===== src/rtl/reg_xfer_seq.sv =====
// reg_xfer_seq: sequences register COPY/SWAP transfers over split hi/lo data buses.
module reg_xfer_seq (
  input  logic       clk,
  input  logic       nreset,
  input  logic       req_valid,
  output logic       req_ready,
  input  logic       req_op,
  input  logic [3:0] req_src,
  input  logic [3:0] req_dst,
  input  logic [7:0] db_hi_in,
  input  logic [7:0] db_lo_in,
  output logic [7:0] db_hi_out,
  output logic [7:0] db_lo_out,
  output logic       db_hi_oe,
  output logic       db_lo_oe,
  output logic       ctl_reg_sel_gp,
  output logic       ctl_reg_sel_gp_16,
  output logic       ctl_reg_gp_oe,
  output logic [2:0] reg_sel,
  output logic       ctl_reg_sel_wz,
  output logic       ctl_reg_sel_pc,
  output logic       ctl_reg_sel_ir,
  output logic       ctl_reg_sel_sys_hi,
  output logic       ctl_reg_sel_sys_lo,
  output logic       ctl_reg_sys_oe,
  output logic       ctl_sw_4d,
  output logic       done,
  output logic       err
);
  typedef enum logic [2:0] {IDLE, RD_A, RD_B, WR_A, WR_B, DONE} state_t;
  state_t state;
  logic [3:0] src, dst, cur;
  logic op, err_r, rd, wr, act, sys, gp, bad;
  logic [15:0] ha, hb, wd, cap;
  // code[3] marks a 16-bit operand; code 15 is the only invalid one
  assign bad = (&req_src) | (&req_dst) | (req_src[3] ^ req_dst[3]);
  assign rd  = (state == RD_A) || (state == RD_B);
  assign wr  = (state == WR_A) || (state == WR_B);
  assign act = rd | wr;
  assign cur = (state == RD_A || state == WR_A) ? src : dst;
  // 8-bit captures are normalised into the low byte so any lane can receive them
  assign cap = cur[3] ? {db_hi_in, db_lo_in} : {8'h00, cur[0] ? db_lo_in : db_hi_in};
  assign wd  = (state == WR_A) ? hb : ha;
  always_ff @(posedge clk) begin
    if (!nreset) begin
      state <= IDLE;
      src   <= '0;
      dst   <= '0;
      op    <= 1'b0;
      err_r <= 1'b0;
      ha    <= '0;
      hb    <= '0;
    end else begin
      case (state)
        IDLE: if (req_valid) begin
          src   <= req_src;
          dst   <= req_dst;
          op    <= req_op;
          err_r <= bad;
          state <= bad ? DONE : RD_A;
        end
        RD_A: begin
          ha    <= cap;
          state <= op ? RD_B : WR_B;
        end
        RD_B: begin
          hb    <= cap;
          state <= WR_A;
        end
        WR_A: state <= WR_B;
        WR_B: state <= DONE;
        default: begin
          err_r <= 1'b0;
          state <= IDLE;
        end
      endcase
    end
  end
  always_comb begin
    sys                = act & cur[3] & cur[2];
    gp                 = act & ~(cur[3] & cur[2]);
    req_ready          = nreset & (state == IDLE);
    ctl_reg_sel_gp     = gp;
    ctl_reg_sel_gp_16  = gp & cur[3];
    ctl_reg_gp_oe      = gp & rd;
    reg_sel            = gp ? (cur[3] ? {cur[1:0], 1'b0} : cur[2:0]) : 3'b000;
    ctl_reg_sel_wz     = sys & (cur[1:0] == 2'd0);
    ctl_reg_sel_pc     = sys & (cur[1:0] == 2'd1);
    ctl_reg_sel_ir     = sys & (cur[1:0] == 2'd2);
    ctl_reg_sel_sys_hi = sys;
    ctl_reg_sel_sys_lo = sys;
    ctl_sw_4d          = sys;
    ctl_reg_sys_oe     = sys & rd;
    db_hi_oe           = wr & (cur[3] | ~cur[0]);
    db_lo_oe           = wr & (cur[3] | cur[0]);
    db_hi_out          = db_hi_oe ? (cur[3] ? wd[15:8] : wd[7:0]) : 8'h00;
    db_lo_out          = db_lo_oe ? wd[7:0] : 8'h00;
    done               = (state == DONE);
    err                = (state == DONE) & err_r;
  end
endmodule


===== config.mk =====
export PLATFORM = sky130hd
export DESIGN_NAME = reg_xfer_seq
export DESIGN_NICKNAME = d
export VERILOG_FILES = /design/src/rtl/reg_xfer_seq.sv
export SDC_FILE = /design/constraint.sdc
export NUM_CORES = 1
export LEC_CHECK = 0
export CORE_ASPECT_RATIO = 1.25
export CORE_MARGIN = 4
export CORE_UTILIZATION = 44
export DETAILED_ROUTE_END_ITERATION = 10
export PLACE_DENSITY = 0.76
export SLEW_MARGIN = 20
export SYNTH_ARGS = -nofsm -noshare
export SYNTH_HDL_FRONTEND = slang
export SYNTH_SLANG_ARGS = --single-unit

===== constraint.sdc =====
create_clock -name clk -period 1.7 [get_ports clk]
set_input_delay 0.51 -clock clk [delete_from_list [all_inputs] [get_ports clk]]
set_output_delay 0.51 -clock clk [all_outputs]
set_load 0.05 [all_outputs]

### Word-level counts from Yosys, hierarchy flattened

Index checks and enable logic that the tools add are counted.

* input bits: 28
* register bits after elaboration: 45
* word-level logic and storage cells: 63
* output and inout port bits: 34

* eq/ne operators: 8
* multiplexer cells: 15
* reductions and logical operators: 10
* bitwise logic cells: 23

Operator list (count)
* 2-to-1 mux 16 bit: 2
* 2-to-1 mux 8 bit: 4
* 2-to-1 mux 3 bit: 5
* case mux 3 bit (5 select lines): 1
* AND 1 bit: 14
* AND reduction 4 bit: 2
* equality test 3 x 2 -> 1 bit, second input constant: 2
* equality test 3 bit, second input constant: 2
* OR 1 bit: 5
* 2-to-1 mux 4 bit: 1
* AND reduction 2 bit: 2
* OR reduction 4 bit: 1
* equality test 3 x 1 -> 1 bit, second input constant: 1
* logical NOT 3 bit: 1
* logical OR 1 bit: 3
* inverter 1 bit: 3
* equality test 2 x 1 -> 1 bit, second input constant: 1
* equality test 2 bit, second input constant: 1
* logical NOT 2 bit: 1
* != test 2 bit, second input constant: 1
* case mux 1 bit (2 select lines): 1
* 2-to-1 mux 1 bit: 1
* XOR 1 bit: 1

### Longest topological paths before layout

* word-level depth: 7
* mapped depth: 7
* gate-level depth less buffers: 5

### Least setup slack after synthesis

Ideal clock, no wire load.

* kind: reg-to-output
* from: register state[0]
* to: output port ctl_reg_sel_pc
* stages on the path, launching flop included: 6
* buffers on the path: 2
* setup slack: -1031 ps
* arrival time: 2221 ps
* required time: 1190 ps
* cell sequence: dfxtp_1 buf_6 and2b_4 buf_4 mux2i_1 nor3b_1

* word-level cells in the longest chain between the ends: 6
* elaborated cells between the ends (all ways): 13
* those cells by class: 5 x eq/ne; 1 x mux; 4 x bitwise; 3 x reduce/logical

RTL lines
* start: declaration: RTL line 31 `state_t state;`
* start signal: assignment: RTL line 60 `state <= bad ? DONE : RD_A;`
* start signal: assignment: RTL line 64 `state <= op ? RD_B : WR_B;`
* equality test 3 x 1 -> 1 bit (tied with other cells): RTL line 37, 40
* logical OR 1 bit (on tied branches): RTL line 37, 38, 40
* OR 1 bit or 2-to-1 mux 4 bit (tied branches): RTL line 39, 40
* AND 1 bit (2 in series): RTL line 80 `sys = act & cur[3] & cur[2];`
* AND 1 bit (*): RTL line 88 `ctl_reg_sel_pc = sys & (cur[1:0] == 2'd1);`
* end: declaration: RTL line 21 `output logic ctl_reg_sel_pc,`

Every way passes the cells marked *; elsewhere a longest branch is shown, timed or not.

### Worst setup path in the final report

* from: register state[0]
* to: output port ctl_reg_sel_wz

* word-level cells in the longest chain between the ends: 6
* elaborated cells between the ends (all ways): 13
* those cells by class: 4 x eq/ne; 1 x mux; 4 x bitwise; 4 x reduce/logical

RTL lines
* equality test 3 x 1 -> 1 bit (tied with other cells): RTL line 37, 40
* logical OR 1 bit (on tied branches): RTL line 37, 38, 40
* OR 1 bit or 2-to-1 mux 4 bit (tied branches): RTL line 39, 40
* AND 1 bit (2 in series): RTL line 80
* AND 1 bit (*): RTL line 87 `ctl_reg_sel_wz = sys & (cur[1:0] == 2'd0);`
* end: declaration: RTL line 20 `output logic ctl_reg_sel_wz,`

Marked as above.

==> metrics.txt <==
# TYPE chip_impl_metric gauge
chip_impl_metric{name="row_count",unit=""} 29
chip_impl_metric{name="hold_slack",unit="ns"} 0.481
chip_impl_metric{name="clockBufferDepth",unit=""} 2
chip_impl_info{name="worst_setup_path_end_kind",value="output pin"} 1
chip_impl_metric{name="grt_remaining_overflow",unit=""} 0
chip_impl_metric{name="seqPwrFrac",unit=""} 0.326
chip_impl_info{name="timing.hold.worst.class",value="register to register"} 1
chip_impl_metric{name="cts_buffers",unit=""} 5
chip_impl_metric{name="gr-usage-met3",unit=""} 0.0585
chip_impl_metric{name="pwr-share-comb",unit=""} 0.431
chip_impl_metric{name="antenna-diode-count",unit=""} 0
chip_impl_metric{name="first_global_vias",unit=""} 2995
chip_impl_metric{name="placed_cell_area",unit="sq um"} 3930
chip_impl_metric{name="finalWorstPathRequiredPeriod",unit="ns"} 2.44
chip_impl_info{name="path_cells",value="buf_6 > nor2_4 > buf_12 > xor2_4 > nand2b_4 > clkinvlp_4 > and3_4 > buf_12"} 1
chip_impl_metric{name="ant_nets",unit=""} 0
chip_impl_metric{name="clock_power_share",unit=""} 0.243
chip_impl_metric{name="synth_edf_count",unit=""} 0
chip_impl_info{name="path_delay_family",value="simple AND/OR/NAND/NOR gates"} 1
chip_impl_info{name="synth_area_leader_cell",value="dfxtp_1"} 1
chip_impl_metric{name="skew",unit="ns"} 0.0158
chip_impl_metric{name="synth-seq-area-share",unit=""} 0.386
chip_impl_metric{name="worst_skew_pair.late_latency",unit="ns"} 0.31
chip_impl_metric{name="number_of_antenna_violations_at_the_first_check_in_global_routing",unit=""} 0
chip_impl_metric{name="initial_utilization",unit=""} 0.456
chip_impl_metric{name="global_route.usage.total",unit=""} 0.331
chip_impl_metric{name="ios",unit=""} 62
chip_impl_info{name="ys.flop_type",value="dfxtp_1"} 1
chip_impl_metric{name="groute.layer.met1.usage",unit=""} 0.377
chip_impl_metric{name="final.setup.tns",unit="ns"} -22.80
chip_impl_metric{name="timing_max_transition_violations_final",unit=""} 0
chip_impl_metric{name="layout.filler_cells",unit=""} 162
chip_impl_metric{name="drive_above_1_share",unit=""} 0.526
chip_impl_metric{name="p_leak",unit="nW"} 1.65
chip_impl_metric{name="max_cap_violations",unit=""} 0
chip_impl_metric{name="syn_avg_cell_area",unit="sq um"} 8.28
chip_impl_info{name="top_cells_by_area_synth",value="dfxtp_1 (39%), mux2i_1 (13%), a21oi_1 (7.9%)"} 1
chip_impl_metric{name="areaGrowthSynthToFinish",unit="%"} 104
chip_impl_metric{name="pin_count_of_the_biggest_net_entering_global_routing",unit=""} 26
chip_impl_metric{name="finalSetupViolations",unit=""} 53
chip_impl_metric{name="layout.nets",unit=""} 432
chip_impl_metric{name="synth_cell_types",unit=""} 41
chip_impl_metric{name="drtIter0Drc",unit=""} 411
chip_impl_metric{name="cts_sinks",unit=""} 45
chip_impl_metric{name="min_period_over_period",unit=""} 1.43
chip_impl_metric{name="floorplan.core_area",unit="sq um"} 5120
chip_impl_metric{name="vdd_drop_max",unit="V"} 0.000836
chip_impl_metric{name="fp.dieW",unit="um"} 73.2
chip_impl_metric{name="switching_power_total",unit="mW"} 1.27
chip_impl_metric{name="detailedRoute.firstPassIterationCount",unit=""} 7
chip_impl_metric{name="route.vias.total",unit=""} 3081
chip_impl_info{name="gr-max-usage-layer",value="met2"} 1
chip_impl_metric{name="gp_congestion",unit=""} 0.872
chip_impl_metric{name="mappedNetlistArea",unit="sq um"} 2330
chip_impl_metric{name="fp.dieArea",unit="sq um"} 6540
chip_impl_metric{name="grt_pass1_wl",unit="mm"} 16.1
chip_impl_info{name="worstSetupStartpointType",value="register"} 1
chip_impl_metric{name="htree_levels",unit=""} 2
chip_impl_metric{name="final_hold_viol_count",unit=""} 0
chip_impl_info{name="worstSetupPathType",value="register to output pin"} 1
chip_impl_metric{name="wire_per_inst",unit="um"} 26.7
chip_impl_info{name="cts_tree",value="yes"} 1
chip_impl_metric{name="worst-slew-pin-transition",unit="ns"} 0.388
chip_impl_metric{name="postLayoutCellArea",unit="sq um"} 4760
chip_impl_metric{name="async_flop_share",unit=""} 0
chip_impl_metric{name="detail_route.vias_per_cell",unit=""} 6.60
chip_impl_metric{name="cp.buffers_inverters",unit=""} 4
chip_impl_metric{name="req_time_crit_path",unit="ns"} 1.19
chip_impl_metric{name="flip_flop_and_latch_count_after_synthesis",unit=""} 45
chip_impl_info{name="worst_path_most_repeated_cell",value="buf_12"} 1
chip_impl_info{name="status",value="complete, but fails checks"} 1
chip_impl_metric{name="critical_path_peak_fanout",unit=""} 4
chip_impl_metric{name="p_int",unit="mW"} 2.32
chip_impl_metric{name="groute.layer.met2.usage",unit=""} 0.579
chip_impl_metric{name="setup_slack",unit="ns"} -0.738
chip_impl_metric{name="yosysTopAreaCellShare",unit=""} 0.386
chip_impl_metric{name="post-route-drc-count",unit=""} 0
chip_impl_metric{name="switch_share",unit=""} 0.353
chip_impl_metric{name="fmax",unit="GHz"} 0.410
chip_impl_metric{name="critical_path_arrival",unit="ns"} 1.93
chip_impl_metric{name="synth.net_count",unit=""} 310
chip_impl_info{name="failing_checks",value="negative setup slack"} 1
chip_impl_metric{name="ys.warnings.count",unit=""} 0
chip_impl_metric{name="timing.slew.headroom",unit=""} 0.735
chip_impl_metric{name="postSynthCellCount",unit=""} 282
chip_impl_metric{name="place.detailed.hpwl",unit="mm"} 6.21
chip_impl_info{name="setup_repair_after_global_routing_missed_its_margin",value="true"} 1
chip_impl_metric{name="power.density",unit="nW/um^2"} 753
chip_impl_metric{name="clkSlewWorstSetupHoldPaths",unit="ns"} 0.08
chip_impl_info{name="slowest_stage",value="dfxtp_4"} 1
chip_impl_metric{name="chipHeight",unit="um"} 89.4
chip_impl_info{name="clk_root_buffer_cell",value="clkbuf_8"} 1
chip_impl_metric{name="postRouteWirelength",unit="mm"} 12.5
chip_impl_metric{name="max_stage_delay",unit="ns"} 0.37
chip_impl_metric{name="port_buffers",unit=""} 61
## tightest hold or removal path: cells and delay by family, from the launching register on
| family | cells | cell delay, ns |
|---|---|---|
| and+or+nand+nor | 1 | 0.06 |
| DFF | 1 | 0.32 |
| muxes | 1 | 0.06 |
## registers in the layout, summed over array words and instances (netlist names)
signal  count
dst         4
err_r       1
ha         16
hb         16
op          1
src         4
state       3
## synthesized netlist by cell type (5+ instances only)
| cell | instances |
|---|---|
| and2_1 | 6 |
| o21ai_0 | 17 |
| buf_2 | 7 |
| a22oi_1 | 8 |
| buf_4 | 5 |
| a21oi_1 | 37 |
| clkbuf_1 | 6 |
| nand2_1 | 35 |
| nor3b_1 | 5 |
| nand3_1 | 11 |
| dfxtp_1 | 45 |
| mux2i_1 | 30 |
| nor2_1 | 23 |
| o22ai_1 | 8 |
## cell usage in the layout, fill, tap and decap left out, types with 3 or more instances in the layout
cell / Yosys / final
a21oi_1: 37 / 21
a21oi_2: 0 / 14
a22oi_1: 8 / 8
and2_4: 0 / 4
buf_12: 0 / 33
buf_4: 5 / 48
buf_6: 1 / 25
clkbuf_8: 0 / 6
clkdlybuf4s50_1: 0 / 27
dfxtp_1: 45 / 41
inv_1: 4 / 3
mux2i_1: 30 / 6
mux2i_2: 0 / 4
mux2i_4: 0 / 20
nand2_1: 35 / 33
nand2_8: 0 / 4
nand2b_4: 0 / 3
nand3_1: 11 / 11
nor2_1: 23 / 12
nor2_4: 0 / 11
o21ai_0: 17 / 17
o22ai_4: 0 / 8
## cells by family (layout without fill, tap and decap cells)
logic type | after synthesis | count (layout) | synth area share
AND/OR/NAND/NOR | 96 | 98 | 0.203
flip-flops | 45 | 45 | 0.386
XOR/XNOR | 1 | 1 | 0.00697
buffers and inverters | 26 | 147 | 0.0568
AO/OA/AOI/OAI | 82 | 82 | 0.210
multiplexers | 32 | 32 | 0.138
## through the flow
step	power, mW	worst slack (ns)	util	instances
floorplan	1.81	-0.508	-	282
global placement	2.22	-0.414	0.768	436
detailed placement	2.25	-0.452	0.768	436
CTS	3.27	-0.642	0.873	457
global route	3.67	-0.793	0.931	467
finish	3.59	-0.738	0.931	467
## power groups by stage
| stage | combinational, mW | clock [mW] | sequential (mW) |
|---|---|---|---|
| after global placement | 1.05 | 0 | 1.17 |
| final | 1.55 | 0.871 | 1.17 |
| after global routing | 1.59 | 0.907 | 1.17 |
| after CTS | 1.27 | 0.846 | 1.16 |
| after floorplan | 0.639 | 0 | 1.17 |
| after detailed placement | 1.07 | 0 | 1.17 |
## per-layer routing
layer / wire length (um) / share of wire
met5: 0 / 0
met4: 915 / 0.073
met3: 1150 / 0.092
met2: 6400 / 0.51
met1: 4020 / 0.32
## layout make-up
class,count,area (sq um),area share
Inverter,6,28.8,0.00604
Multi-Input combinational cell,213,2060,0.432
Timing Repair Buffer,133,1570,0.330
Clock buffer,7,86.3,0.0181
Sequential cell,45,911,0.191
Clock inverter,1,30.0,0.00631
Tap cell,62,77.6,0.0163
## path summary, 6_finish.rpt
check	start	to	slack, ns	depth (start not counted)
worst max register to register	state[2]$_SDFFE_PN0P_	ha[6]$_SDFFE_PN0N_	-0.19	8
worst min register to register	err_r$_SDFFE_PN0P_	err_r$_SDFFE_PN0P_	0.48	2
worst max-delay path	state[0]$_SDFFE_PN0P_	ctl_reg_sel_wz	-0.74	8
worst min-delay path	err_r$_SDFFE_PN0P_	err_r$_SDFFE_PN0P_	0.48	2
## what timing repair did
item | in CTS | in global routing
cloned | 2 | 0
gates resized for setup | 61 | 42
pin swaps | 9 | 23
endpoints found under the setup margin | 50 | 54
hold buffers | 0 | 0
buffers inserted | 11 | 12
(Power assumes the default switching activity.)
